<file path="src/rtl/issue_queue_sched.sv">
// Reservation-station issue queue: lowest-free-slot allocation, oldest-ready
// selection with age counters, and a SEL/HOLD lock that keeps the offered entry stable.
module issue_queue_sched #(
    parameter int unsigned N       = 8,
    parameter int unsigned AGE_LEN = 4,
    parameter int unsigned TAG_W   = 6,
    localparam int unsigned IW     = $clog2(N),
    localparam int unsigned CW     = $clog2(N + 1)
) (
    input  logic             clk_i,
    input  logic             rst_n_i,
    input  logic             flush_i,
    input  logic             ins_valid_i,
    output logic             ins_ready_o,
    input  logic [TAG_W-1:0] ins_tag_i,
    input  logic             ins_rdy_i,
    output logic [IW-1:0]    ins_idx_o,
    input  logic [N-1:0]     wake_i,
    output logic             iss_valid_o,
    input  logic             iss_ready_i,
    output logic [IW-1:0]    iss_idx_o,
    output logic [TAG_W-1:0] iss_tag_o,
    output logic [CW-1:0]    count_o
);

    typedef enum logic {SEL, HOLD} state_t;

    state_t             state_q;
    logic [N-1:0]       valid_q;
    logic [N-1:0]       rdy_q;
    logic [AGE_LEN-1:0] age_q [N];
    logic [TAG_W-1:0]   tag_q [N];
    logic [IW-1:0]      lock_q;

    logic               free_found;
    logic [N-1:0]       cand;
    logic               sel_found;
    logic [IW-1:0]      sel_idx;
    logic [AGE_LEN-1:0] best_age;
    logic               ins_fire;
    logic               iss_fire;

    always_comb begin
        ins_idx_o  = '0;
        free_found = 1'b0;
        count_o    = '0;
        for (int unsigned i = 0; i < N; i++) begin
            if (!valid_q[i] && !free_found) begin
                ins_idx_o  = IW'(i);
                free_found = 1'b1;
            end
            count_o = count_o + CW'(valid_q[i]);
        end
    end

    assign ins_ready_o = ~&valid_q;

    // Ascending scan with >= lets a later equal-age entry win the tie.
    always_comb begin
        cand      = valid_q & rdy_q;
        sel_found = 1'b0;
        sel_idx   = '0;
        best_age  = '0;
        for (int unsigned i = 0; i < N; i++) begin
            if (cand[i] && (!sel_found || age_q[i] >= best_age)) begin
                sel_found = 1'b1;
                sel_idx   = IW'(i);
                best_age  = age_q[i];
            end
        end
    end

    always_comb begin
        if (state_q == HOLD) begin
            iss_valid_o = 1'b1;
            iss_idx_o   = lock_q;
        end else begin
            iss_valid_o = sel_found;
            iss_idx_o   = sel_idx;
        end
        iss_tag_o = iss_valid_o ? tag_q[iss_idx_o] : '0;
    end

    assign ins_fire = ins_valid_i && ins_ready_o;
    assign iss_fire = iss_valid_o && iss_ready_i;

    always_ff @(posedge clk_i or negedge rst_n_i) begin
        if (!rst_n_i) begin
            state_q <= SEL;
            valid_q <= '0;
            rdy_q   <= '0;
            lock_q  <= '0;
            for (int unsigned i = 0; i < N; i++) begin
                age_q[i] <= '0;
                tag_q[i] <= '0;
            end
        end else if (flush_i) begin
            valid_q <= '0;
            state_q <= SEL;
        end else begin
            for (int unsigned i = 0; i < N; i++) begin
                if (valid_q[i] && wake_i[i])
                    rdy_q[i] <= 1'b1;
                if (ins_fire && valid_q[i] && age_q[i] != '1)
                    age_q[i] <= age_q[i] + 1'b1;
            end
            if (ins_fire) begin
                valid_q[ins_idx_o] <= 1'b1;
                rdy_q[ins_idx_o]   <= ins_rdy_i | wake_i[ins_idx_o];
                age_q[ins_idx_o]   <= '0;
                tag_q[ins_idx_o]   <= ins_tag_i;
            end
            if (iss_fire)
                valid_q[iss_idx_o] <= 1'b0;
            case (state_q)
                SEL: begin
                    if (iss_valid_o && !iss_ready_i) begin
                        lock_q  <= sel_idx;
                        state_q <= HOLD;
                    end
                end
                HOLD: begin
                    if (iss_ready_i)
                        state_q <= SEL;
                end
                default: state_q <= SEL;
            endcase
        end
    end

endmodule

</file>
<file path="config.mk">
export PLATFORM = sky130hd
export DESIGN_NAME = issue_queue_sched
export DESIGN_NICKNAME = d
export VERILOG_FILES = /design/src/rtl/issue_queue_sched.sv
export SDC_FILE = /design/constraint.sdc
export NUM_CORES = 1
export LEC_CHECK = 0
export ABC_AREA = 1
export BUFFER_PORTS_ARGS = -buffer_cell sky130_fd_sc_hd__buf_2
export CAP_MARGIN = 25
export CORE_ASPECT_RATIO = 1.5
export CORE_MARGIN = 2
export CORE_UTILIZATION = 40
export DETAILED_ROUTE_END_ITERATION = 8
export HOLD_SLACK_MARGIN = 0.02
export PLACE_DENSITY = 0.61
export SLEW_MARGIN = 25
export SYNTH_ARGS = -nofsm -noshare
export SYNTH_HDL_FRONTEND = slang
export SYNTH_SLANG_ARGS = --single-unit
</file>
<file path="constraint.sdc">
create_clock -name clk_i -period 12 [get_ports clk_i]
set_input_delay 1.2 -clock clk_i [delete_from_list [all_inputs] [get_ports clk_i]]
set_output_delay 1.2 -clock clk_i [all_outputs]
set_load 0.005 [all_outputs]
</file>
==> reports/results.env, run 1 <==
OVERFLOW=0
TIMING.FINAL.SETUP_VIOLATIONS=0
SYNTH_NETS=976
CLKTRANSATPATHREGS_NS=0.07
PLACEABLECOREAREA_UM2=16200
SYNTHCELLS=910
MUXSHAREOFSYNTHAREA_PCT=0
SYNTH-XOR-AREA-SHARE_PCT=1.19
FINALHOLDVIOLATIONS=0
INITIALDRTVIOLATIONCOUNT=427
WHS_NS=0.492
TIMING.CRITICAL_PATH.MODE_CELL='sky130_fd_sc_hd__nand2_1'
CRITICAL_PATH_PEAK_FANOUT=13
CRIT_PATH_TOP_DELAY_CELL='sky130_fd_sc_hd__dfrtp_2'
YOSYS.AREA_SHARE.ADDER_PCT=9.15
IR_DROP_uV=77.9
MAXCLOCKFREQUENCY_MHz=92.0
POST-SYNTH-TOP-AREA-FRACTION_PCT=37.8
GRT_FIRST_PASS_WIRELENGTH_MM=31.3
GRT_ANTENNA_BEFORE_REPAIR=0
DETAIL_ROUTE.VIAS_PER_CELL=5.28
SYNTH_SIMPLE_GATE_AREA_SHARE_PCT=26.3
ROUTE.VIAS.TOTAL=6072
SHARE_OF_SYNTHESIZED_AREA_OCCUPIED_BY_FLIP_FLOPS_AND_LATCHES_PCT=37.8
INITIAL_CORE_UTIL_PCT=40.9
GLOBAL_ROUTE_MET3_USAGE_PCT=2.91
GR-USAGE-MET2_PCT=39.6
DRV_SLEW=0
CRITICAL_PATH_BUF_INV_COUNT=8
ENDPOINT_KIND='output pin'
YS_ASYNC_SR_FRACTION_PCT=100
ROUTE.FINAL.WIRE_LENGTH_MM=18.7
VIA_COUNT_OF_THE_FIRST_GLOBAL_ROUTING_PASS=6046
SEQ_AREA_UM2=2500
FILLER_CELL_COUNT=1661
AREA_GROWTH_SYN_TO_LAYOUT_PCT=10.3
HOLDBUFCOUNTCTS=0
POSTLAYOUTSETUPSLACKWORST_NS=1.13
COMPOUND_GATE_PORTION_OF_THE_SYNTHESIZED_AREA_PCT=15.9
MIN_PATH_TYPE='reg -> reg'
CP-START-KIND='flip-flop'
AVGROUTEDWIREPERCELL_UM=16.3
WORSTSETUPPATHTYPE='reg -> out'
POWERDENSITY_nW_PER_UM2=130
SYNTHESIS.YOSYS.WARNINGS=0
DRT_PASS1_ITERATIONS=5
YS_TOP_CELLS_BY_COUNT='sky130_fd_sc_hd__nand2_1, sky130_fd_sc_hd__inv_1, sky130_fd_sc_hd__dfrtp_1'
FINCLKSKEW_NS=0.00887
FINAL_PERIOD_MINUS_WORST_SETUP_SLACK_NS=10.87
LARGEST_NET_DEGREE_AT_THE_START_OF_GLOBAL_ROUTING=52
CP_DATA_REQUIRED_TIME_NS=10.80
POST_SYNTHESIS_INSTANCE_AREA_UM2=6620
TIMING.CRITICAL_PATH.SLOWEST_CELL_DELAY_NS=0.46
MAIN_COMBINATIONAL_CELL_FAMILY_BY_AREA_AFTER_SYNTHESIS='simple AND/OR/NAND/NOR gates'
SYNTH.TOP_CELLS.BY_AREA='sky130_fd_sc_hd__dfrtp_1, sky130_fd_sc_hd__nand2_1, sky130_fd_sc_hd__ha_1'
DIEHEIGHT_UM=162
TOP_USAGE_LAYER='met2'
MULTI_INPUT_COMB_AREA_UM2=3520
REMAINING_DRC_ERRORS=0
GPL.FINAL_WEIGHTED_CONGESTION=0.911
CP.ARRIVAL_NS=9.67
PIN_COUNT=38
CLOCK_TREE.BUFFER_DEPTH=2
YOSYS_REGISTER_BITS=100
HTREE_LEVELS=3
SYNTH_ENABLE_FLOP_CELLS=0
DIE_WIDTH_UM=109
SLEW_HEADROOM_PCT=32.5
TRACK_USAGE_PCT=23.0
ANTENNA_CELLS_INSERTED=0
DPL.HPWL_MM=14.2
ANT_NETS=0
PRECTSSETUPSLACK_NS=0.996
UNREPAIRED_SETUP_ENDPOINTS_AFTER_GLOBAL_ROUTING='false'
INSERTION_DELAY_NS=0.35
LAYOUT-DRIVE-GT1-SHARE_PCT=9.00
FINAL_SUM_OF_NEGATIVE_SETUP_SLACK_NS=0
CP_TOP_FAMILY='simple AND/OR/NAND/NOR gates'
SYNTH_MOST_COMMON_CELL='sky130_fd_sc_hd__nand2_1'
CTS_TREE='done'
SLEW_AT_THE_PIN_WITH_THE_WORST_MAX_SLEW_SLACK_NS=1.01
MIN_PERIOD_OVER_PERIOD_PCT=90.6
GRTUSAGEMET1_PCT=28.6
IO_BUFFERS=37
PLACEMENT_ROWS=57
FP.DIEAREA_UM2=17600
SYNTHDISTINCTLIBCELLS=39
TOTAL_LEAKAGE_POWER_uW=0.00375
CTSROOTBUFFERMASTER='sky130_fd_sc_hd__clkbuf_16'
STATUS='finished, final reports clean'
SYNTH-MAIN-FF-CELL='sky130_fd_sc_hd__dfrtp_1'
CTS-BUFFERS-INSERTED=9
FINAL_NETS=1006
SYNTHDOMINANTAREACELLTYPE='sky130_fd_sc_hd__dfrtp_1'
CAP_VIOLATIONS=0
CTS_SINKS=100
SYNTH_AREA_PER_CELL_UM2=7.27
## repair_timing
item | CTS | global route
buffers inserted | 0 | 4
gates resized for setup | 0 | 11
setup endpoints to repair | 0 | 7
## final timing paths
check | endpoint | slack (ns) | start | cells past startpoint
min in group asynchronous | tag_q[31] | 0.89 | rst_n_i | 1
hold / removal | tag_q[13] | 0.49 | tag_q[13] | 2
setup / recovery | iss_tag_o[5] | 1.13 | valid_q[0] | 67
hold reg to reg | tag_q[13] | 0.49 | tag_q[13] | 2
max in group asynchronous | age_q[10] | 9.99 | rst_n_i | 2
setup reg to reg | valid_q[3] | 2.65 | valid_q[0] | 63
## per-layer routing
metal	part of all wire, %	vias up
met4	3.8	0
met2	50	138
met1	42	2845
li1	-	3051
met5	0	-
met3	4.1	38
## state kept, by name (all words and copies together) (netlist names)
signal   count
state_q      1
lock_q       3
tag_q       48
valid_q      8
age_q       32
rdy_q        8
## power by group
part	switching (uW)	internal [uW]
clock network	143	144
logic	157	87.4
registers	35.4	384
total	336	616
## cell usage in the layout, fill, tap and decap left out, types with 5 or more instances in the layout
| cell | synthesis | routed |
|---|---|---|
| sky130_fd_sc_hd__o211ai_1 | 8 | 8 |
| sky130_fd_sc_hd__ha_1 | 42 | 42 |
| sky130_fd_sc_hd__buf_2 | 8 | 36 |
| sky130_fd_sc_hd__nor3_1 | 5 | 5 |
| sky130_fd_sc_hd__xor2_1 | 9 | 9 |
| sky130_fd_sc_hd__nor2_1 | 53 | 50 |
| sky130_fd_sc_hd__inv_1 | 121 | 120 |
| sky130_fd_sc_hd__o2111ai_1 | 6 | 6 |
| sky130_fd_sc_hd__nand3_1 | 66 | 66 |
| sky130_fd_sc_hd__buf_4 | 0 | 8 |
| sky130_fd_sc_hd__nand2_1 | 251 | 249 |
| sky130_fd_sc_hd__a21oi_1 | 49 | 49 |
| sky130_fd_sc_hd__o21ai_0 | 82 | 80 |
| sky130_fd_sc_hd__and2_1 | 5 | 5 |
| sky130_fd_sc_hd__dfrtp_1 | 100 | 99 |
| sky130_fd_sc_hd__o21ai_1 | 22 | 24 |
| sky130_fd_sc_hd__nand3b_1 | 7 | 7 |
| sky130_fd_sc_hd__clkbuf_16 | 0 | 9 |
| sky130_fd_sc_hd__nand4_1 | 12 | 12 |
| sky130_fd_sc_hd__inv_2 | 7 | 8 |
| sky130_fd_sc_hd__nor2_2 | 6 | 6 |
| sky130_fd_sc_hd__o22ai_1 | 7 | 7 |
## worst reg2reg max path: cells and delay by family (launching register included)
kind	cells	cell delay, ns
AOI/OAI and AO/OA	12	1.79
adders and majority gates	7	2.10
buffers and inverters	7	0.56
DFF	1	0.46
and+or+nand+nor	37	4.31
## area by class of cell
| class | count | area share (%) |
|---|---|---|
| Clock buffer | 9 | 3.09 |
| Clock inverter | 6 | 0.755 |
| Inverter | 131 | 6.78 |
| Multi-Input combinational cell | 654 | 48.2 |
| Sequential cell | 100 | 34.3 |
| Tap cell | 206 | 3.53 |
| Timing Repair Buffer | 44 | 3.29 |
## through the flow
step	total power (uW)	area, um2	std cells	util (%)
after detailed placement	668	6940	1131	42.9
after global placement	667	6940	1131	42.9
after floorplan	591	6620	910	-
final	952	7290	1150	45.1
after global routing	1020	7290	1150	45.1
after CTS	956	7220	1146	44.6
## kinds of logic (layout without fill, tap and decap cells)
kind of cell	after synthesis	count (layout)
buffers and inverters	156	190
XOR/XNOR	9	9
AO/OA/AOI/OAI	189	189
AND/OR/NAND/NOR	410	410
adder cells (fa/ha/maj)	46	46
flip-flops	100	100
No activity file was read; power rests on OpenSTA's default activity.
==> run 2, diff against run 1 <==
--- a/config.mk
+++ b/config.mk
@@ -9,12 +9,12 @@
 export BUFFER_PORTS_ARGS = -buffer_cell sky130_fd_sc_hd__buf_2
 export CAP_MARGIN = 25
 export CORE_ASPECT_RATIO = 1.5
-export CORE_MARGIN = 2
 export CORE_UTILIZATION = 40
 export DETAILED_ROUTE_END_ITERATION = 8
 export HOLD_SLACK_MARGIN = 0.02
 export PLACE_DENSITY = 0.61
-export SLEW_MARGIN = 25
+export SETUP_SLACK_MARGIN = 0.1
+export SLEW_MARGIN = 20
 export SYNTH_ARGS = -nofsm -noshare
 export SYNTH_HDL_FRONTEND = slang
 export SYNTH_SLANG_ARGS = --single-unit
==> run 2 against run 1 <==
- worst hold slack worse by 0.0020 ns
- combinational power is 2% higher
- sequential cell count is the same
- total power grew 1.0%
- first-iteration DRC count down 23%
- sequential power barely moved
- register-to-register slack better by 0.17 ns
- core utilization rose by 0.42 points
- critical path type unchanged
==> reports/results.env, run 2 (synthesized netlist as in run 1, its figures left out) <==
CAP_VIOLATIONS=0  # unchanged
ENDPOINT_KIND='output pin'
CTS-BUFFERS-INSERTED=9  # unchanged
CTS_SINKS=100  # unchanged
DRV_SLEW=0  # unchanged
TOP_REGISTER='tag_q'
HOLDBUFCOUNTCTS=0  # unchanged
TIMING.HOLD.WORST.START='tag_q[25]'
OVERFLOW=0  # unchanged
LARGEST_REGISTER_FFS=48  # unchanged
HTREE_LEVELS=3  # unchanged
MOSTFREQUENTLAYOUTCELLS='sky130_fd_sc_hd__nand2_1, sky130_fd_sc_hd__inv_1, sky130_fd_sc_hd__dfrtp_1, sky130_fd_sc_hd__o21ai_0, sky130_fd_sc_hd__nand3_1'
LAYOUT-DRIVE-GT1-SHARE_PCT=9.36  # +0.35 points
REG2REG_SETUP_SLACK_NS=2.82  # +0.17 ns
GPL.FINAL_WEIGHTED_CONGESTION=0.889  # -2.4%
ROUTE.VIAS.TOTAL=6241  # +2.8%
CP.ARRIVAL_NS=9.61  # -0.06 ns
TIMING.FINAL.SETUP_VIOLATIONS=0  # unchanged
TIMING.CRITICAL_PATH.MODE_CELL='sky130_fd_sc_hd__nand2_1'
UNREPAIRED_SETUP_ENDPOINTS_AFTER_GLOBAL_ROUTING='false'
TOTAL_LEAKAGE_POWER_uW=0.00378  # +1.0%
DIEHEIGHT_UM=160  # -1.2%
FINAL_UTIL_PCT=45.5  # +0.42 points
FINCLKSKEW_NS=0.0133  # +0.00445 ns
CRIT_PATH_TOP_DELAY_CELL='sky130_fd_sc_hd__dfrtp_2'
PIN_COUNT=38  # unchanged
CLOCK_TREE.BUFFER_DEPTH=2  # unchanged
CP_DATA_REQUIRED_TIME_NS=10.80  # about the same
DPL.HPWL_MM=14.3  # +0.68%
IO_BUFFERS=37  # unchanged
DRT_PASS1_ITERATIONS=4  # -1
DIE_WIDTH_UM=107  # -1.8%
GRT_ANTENNA_BEFORE_REPAIR=0  # unchanged
AREA_GROWTH_SYN_TO_LAYOUT_PCT=11.3
POWERDENSITY_nW_PER_UM2=131  # about the same
VIA_COUNT_OF_THE_FIRST_GLOBAL_ROUTING_PASS=5973  # -1.2%
CRITICAL_PATH_PEAK_FANOUT=13  # unchanged
FILLER_CELL_COUNT=1668  # +0.42%
STATUS='finished, final reports clean'
LARGEST_NET_DEGREE_AT_THE_START_OF_GLOBAL_ROUTING=74  # +42%
POST-LAYOUT-TOTAL-POWER_uW=961  # +1.0%
CTSROOTBUFFERMASTER='sky130_fd_sc_hd__clkbuf_16'
CLKTRANSATPATHREGS_NS=0.07  # about the same
WORSTSETUPPATHTYPE='reg -> out'
STDCELL_COUNT=1157  # +0.61%
FINALHOLDVIOLATIONS=0  # unchanged
FINAL_SUM_OF_NEGATIVE_SETUP_SLACK_NS=0  # unchanged
TIMING.CRITICAL_PATH.SLOWEST_CELL_DELAY_NS=0.46  # about the same
FP.DIEAREA_UM2=17100  # -3.1%
ANTENNA_CELLS_INSERTED=0  # unchanged
MIN_DELAY_PATH_DEPTH=2  # unchanged
WORST_R2R_ENDPOINT='valid_q[1]'
GRT_FIRST_PASS_WIRELENGTH_MM=30.8  # -1.5%
MIN_PERIOD_OVER_PERIOD_PCT=90.1  # -0.46 points
MIN_PATH_TYPE='reg -> reg'
REMAINING_DRC_ERRORS=0  # unchanged
SLEW_HEADROOM_PCT=35.2  # +2.7 points
PLACEMENT_ROWS=57  # unchanged
AVGROUTEDWIREPERCELL_UM=16.6  # +2.1%
INSERTION_DELAY_NS=0.36  # about the same
TRACK_USAGE_PCT=23.4  # +0.41 points
CP-START-KIND='flip-flop'
DETAIL_ROUTE.VIAS_PER_CELL=5.39  # +2.2%
PLACED_CELLS_INCL_TAPS=1133  # +0.18%
FINAL_PERIOD_MINUS_WORST_SETUP_SLACK_NS=10.81  # -0.0557 ns
MAXCLOCKFREQUENCY_MHz=92.5  # +0.52%
RR_WORST_DEPTH=61  # -3.2%
CTS_TREE='done'
ANT_NETS=0  # unchanged
PLACEABLECOREAREA_UM2=16200  # unchanged
REG2REG_FROM='valid_q[0]'
SLEW_AT_THE_PIN_WITH_THE_WORST_MAX_SLEW_SLACK_NS=0.968  # -0.0400 ns
LAYOUT.CELLS.MOST_COMMON='sky130_fd_sc_hd__nand2_1'
ROUTE.FINAL.WIRE_LENGTH_MM=19.2  # +2.7%
LARGEST_REGISTERS='tag_q: 48 flops, age_q: 32 flops'
WHS_ENDPOINT='tag_q[25]'
INITIALDRTVIOLATIONCOUNT=327  # -23%
INITIAL_CORE_UTIL_PCT=40.9  # unchanged
WHS_NS=0.490  # -0.00205 ns
FINAL_NETS=1012  # +0.60%
IR_DROP_uV=64.6  # -17%
## run 2: timing repair
action / 4_1_cts / 5_1_grt
endpoints found under the setup margin: 0 / 7
gates resized for setup: 0 / 12
buffers inserted: 0 / 6
## run 2: worst max-delay path by stage
stage,slack (ns),cells after the start,end,from
after global routing,0.1,65,iss_tag_o[5],valid_q[0]
after CTS,0.62,63,iss_tag_o[3],valid_q[0]
after global placement,1.16,63,iss_tag_o[5],valid_q[0]
after floorplan,2.81,65,iss_tag_o[4],valid_q[0]
after detailed placement,1.03,63,iss_tag_o[1],valid_q[0]
final,1.19,63,iss_tag_o[5],valid_q[0]
## run 2: final cells by class
cell class	count	area, um2	area share [%]
Sequential cell	100	2500	34.0
Clock inverter	6	58.8	0.799
Tap cell	206	258	3.50
Inverter	131	494	6.71
Clock buffer	10	229	3.11
Timing Repair Buffer	50	303	4.11
Multi-Input combinational cell	654	3520	47.8
## run 2: critical path: cells and delay by family (launching register included)
| kind | cells | cell delay [ns] |
|---|---|---|
| adders and majority gates | 7 | 2.08 |
| and+or+nand+nor | 36 | 4.13 |
| DFF | 1 | 0.46 |
| buffers and inverters | 7 | 0.76 |
| AOI/OAI and AO/OA | 13 | 1.80 |
## run 2: through the flow
step                      cell area, um2  worst slack, ns
after floorplan                     6620             2.81
after global placement              6950             1.16
after detailed placement            6960             1.03
after CTS                           7240            0.616
after global routing                7360           0.0961
final                               7360             1.19
## run 2: where the power goes
part | internal (uW) | switching (uW)
clock | 145 | 145
sequential | 384 | 37.0
combinational | 90.4 | 159
## run 2: per-layer routing
metal | GRT usage, % | vias to the layer above | share of wire, %
li1 | - | 3057 | -
met1 | 28.3 | 2998 | 41
met2 | 41.4 | 157 | 52
met3 | 3.64 | 29 | 4.8
met4 | 8.72 | 0 | 2.8
met5 | 0 | - | 0
==> run 3, diff against run 2 <==
--- a/config.mk
+++ b/config.mk
@@ -13,6 +13,7 @@
 export DETAILED_ROUTE_END_ITERATION = 8
 export HOLD_SLACK_MARGIN = 0.02
 export PLACE_DENSITY = 0.61
+export RECOVER_POWER = 100
 export SETUP_SLACK_MARGIN = 0.1
 export SLEW_MARGIN = 20
 export SYNTH_ARGS = -nofsm -noshare
==> constraint.sdc (replaced) <==
create_clock -name clk_i -period 11.9 [get_ports clk_i]
set_input_delay 1.19 -clock clk_i [delete_from_list [all_inputs] [get_ports clk_i]]
set_output_delay 1.19 -clock clk_i [all_outputs]
set_load 0.005 [all_outputs]
==> run 3 against run 2 <==
- the run now ends with capacitance limit, slew limit left
- via count down 1.3%
- clock power hardly changed
- sequential share of layout area increased by 0.25 points
- clock-buffer cell count decreased by 1
- global-route usage is 0.096 points higher
- sequential cell count unchanged
- largest power group unchanged
==> reports/results.env, run 3 (synthesized netlist as in run 1, its figures left out) <==
SEQ_AREA_UM2=2500  # unchanged
MIN_DELAY_PATH_DEPTH=2  # unchanged
INITIAL_CORE_UTIL_PCT=40.9  # unchanged
PIN_COUNT=38  # unchanged
FAILED_CHECKS='capacitance limit, slew limit'
CRIT_START='valid_q[0]'
AREA_GROWTH_SYN_TO_LAYOUT_PCT=10.5
ROUTE.FINAL.WIRE_LENGTH_MM=19.2  # about the same
WL_MET1_MM=7.91  # +0.51%
CP.ARRIVAL_NS=9.62  # about the same
STATUS='complete, but fails checks'
INITIALDRTVIOLATIONCOUNT=359  # +9.8%
HOLDBUFCOUNTCTS=0  # unchanged
TIMING.FINAL.SETUP_VIOLATIONS=0  # unchanged
DPL.HPWL_MM=14.2  # -0.41%
ENDPOINT_KIND='output pin'
CAP_VIOLATIONS=4  # +4
CRIT_PATH_TOP_DELAY_CELL='sky130_fd_sc_hd__dfrtp_2'
LARGEST_REGISTER_FFS=48  # unchanged
MAXCLOCKFREQUENCY_MHz=92.5
LAYOUT-DRIVE-GT1-SHARE_PCT=7.46  # -1.9 points
DETAIL_ROUTE.VIAS_PER_CELL=5.32  # -1.4%
SLEW_HEADROOM_PCT=-71.2  # -110 points
TOP_REGISTER='tag_q'
CP_DATA_REQUIRED_TIME_NS=10.71  # -0.09 ns
IR_DROP_uV=64.1  # -0.84%
FINAL_PERIOD_MINUS_WORST_SETUP_SLACK_NS=10.81
UNREPAIRED_SETUP_ENDPOINTS_AFTER_GLOBAL_ROUTING='false'
CTS_SINKS=100  # unchanged
DIE_WIDTH_UM=107  # unchanged
FILLER_CELL_COUNT=1644  # -1.4%
CTSROOTBUFFERMASTER='sky130_fd_sc_hd__clkbuf_16'
FINALHOLDVIOLATIONS=0  # unchanged
PLACEABLECOREAREA_UM2=16200  # unchanged
RR_WORST_DEPTH=59  # -3.3%
CLKTRANSATPATHREGS_NS=0.07  # about the same
CLOCK_TREE.BUFFER_DEPTH=2  # unchanged
IO_BUFFERS=37  # unchanged
ANT_NETS=0  # unchanged
LAYOUT.CELLS.MOST_COMMON='sky130_fd_sc_hd__nand2_1'
ANTENNA_CELLS_INSERTED=0  # unchanged
TIMING.CRITICAL_PATH.SLOWEST_CELL_DELAY_NS=0.46  # about the same
POWERDENSITY_nW_PER_UM2=132  # +1.0%
REG2REG_SETUP_SLACK_NS=2.67  # -0.15 ns
FP.DIEAREA_UM2=17100  # unchanged
SLEW_AT_THE_PIN_WITH_THE_WORST_MAX_SLEW_SLACK_NS=2.57  # +1.60 ns
MIN_PERIOD_OVER_PERIOD_PCT=90.8
CTS_TREE='done'
DIEHEIGHT_UM=160  # unchanged
VIA_COUNT_OF_THE_FIRST_GLOBAL_ROUTING_PASS=5941  # -0.54%
FINAL_SUM_OF_NEGATIVE_SETUP_SLACK_NS=0  # unchanged
WORST_R2R_ENDPOINT='valid_q[2]'
MULTI_INPUT_COMB_AREA_UM2=3510  # -0.25%
PLACEMENT_ROWS=57  # unchanged
CP-START-KIND='flip-flop'
GRT_FIRST_PASS_WIRELENGTH_MM=30.9  # +0.27%
AVGROUTEDWIREPERCELL_UM=16.6  # -0.16%
MOSTFREQUENTLAYOUTCELLS='sky130_fd_sc_hd__nand2_1, sky130_fd_sc_hd__inv_1, sky130_fd_sc_hd__dfrtp_1, sky130_fd_sc_hd__o21ai_0, sky130_fd_sc_hd__nand3_1'
TRACK_USAGE_PCT=23.5  # +0.096 points
CTS-BUFFERS-INSERTED=9  # unchanged
WL_MET3_UM=881  # -5.2%
FINAL_NETS=1014  # +0.20%
DRV_SLEW=141  # +141
GRT_ANTENNA_BEFORE_REPAIR=0  # unchanged
POST-LAYOUT-TOTAL-POWER_uW=964  # +0.28%
TOTAL_LEAKAGE_POWER_uW=0.00373  # -1.4%
CRITICAL_PATH_PEAK_FANOUT=13  # unchanged
HTREE_LEVELS=3  # unchanged
REMAINING_DRC_ERRORS=0  # unchanged
TIMING.CRITICAL_PATH.MODE_CELL='sky130_fd_sc_hd__nand2_1'
MIN_PATH_TYPE='reg -> reg'
FINAL_UTIL_PCT=45.1  # -0.33 points
INSERTION_DELAY_NS=0.35  # about the same
FINCLKSKEW_NS=0.00787  # -0.00546 ns
CRIT_PATH_END='iss_tag_o[5]'
WHS_NS=0.485  # -0.00475 ns
ROUTED.TOP_LAYER='met4'
MET2_LENGTH_MM=9.90  # -0.21%
DRT_PASS1_ITERATIONS=6  # +2
ROUTE.VIAS.TOTAL=6161  # -1.3%
OVERFLOW=0  # unchanged
REG2REG_FROM='valid_q[0]'
LARGEST_REGISTERS='tag_q: 48 flops, age_q: 32 flops'
WORSTSETUPPATHTYPE='reg -> out'
LARGEST_NET_DEGREE_AT_THE_START_OF_GLOBAL_ROUTING=74  # unchanged
GPL.FINAL_WEIGHTED_CONGESTION=0.892  # +0.30%
## run 3: cell types whose count changed in the layout (fill, tap and decap cells not counted), moves of 2 or more
cell,before,now
sky130_fd_sc_hd__clkbuf_1,1,13
sky130_fd_sc_hd__o21ai_0,80,90
sky130_fd_sc_hd__inv_1,121,125
sky130_fd_sc_hd__buf_2,36,27
sky130_fd_sc_hd__nor2_2,4,1
sky130_fd_sc_hd__clkbuf_2,1,3
sky130_fd_sc_hd__o21ai_1,24,14
sky130_fd_sc_hd__buf_4,12,9
sky130_fd_sc_hd__inv_2,7,3
sky130_fd_sc_hd__nor2_1,52,55
## run 3: power breakdown
part | switching [uW] | internal (uW)
sequential | 37.3 | 387
combinational | 160 | 89.1
clock | 145 | 145
total | 342 | 622
## run 3: how the worst min path moves through the flow
stage | start | endpoint
after floorplan | tag_q[29] | tag_q[29]
after global placement | tag_q[39] | tag_q[39]
after detailed placement | tag_q[39] | tag_q[39]
after CTS | tag_q[39] | tag_q[39]
after global routing | tag_q[21] | tag_q[21]
final | tag_q[39] | tag_q[39]
## run 3: cell type report
type | instances | share of cell area [%]
multi-input combinational | 654 | 48.0
sequential | 100 | 34.3
inverter | 131 | 6.76
timing repair buffer | 52 | 3.65
tap | 206 | 3.53
clock buffer | 9 | 3.08
clock inverter | 6 | 0.736
## run 3: critical path, delay by kind of cell, from the launching register on
| kind | cells | cell delay (ns) |
|---|---|---|
| adder cells (fa/ha/maj) | 7 | 2.12 |
| buffers and inverters | 6 | 0.55 |
| AND/OR/NAND/NOR | 37 | 4.14 |
| AO/OA/AOI/OAI | 12 | 1.99 |
| flip-flops | 1 | 0.46 |
## run 3: timing repair
action                     in CTS  in global routing
gates resized for setup         0                 13
buffers inserted                0                  8
setup endpoints to repair       0                  9
## run 3: stage by stage
stage,instances,area (um2),setup slack (ns)
4_1_cts,1148,7240,0.429
5_1_grt,1158,7310,0.0964
6_report,1158,7310,1.09
3_5_place_dp,1133,6960,0.894
2_1_floorplan,910,6620,2.72
3_3_place_gp,1132,6950,1.06
## run 3: layer usage
layer / global-route usage [%] / vias up
li1: - / 3062
met1: 28.3 / 2899
met2: 42.1 / 167
met3: 3.56 / 33
met4: 8.28 / 0
met5: 0 / -
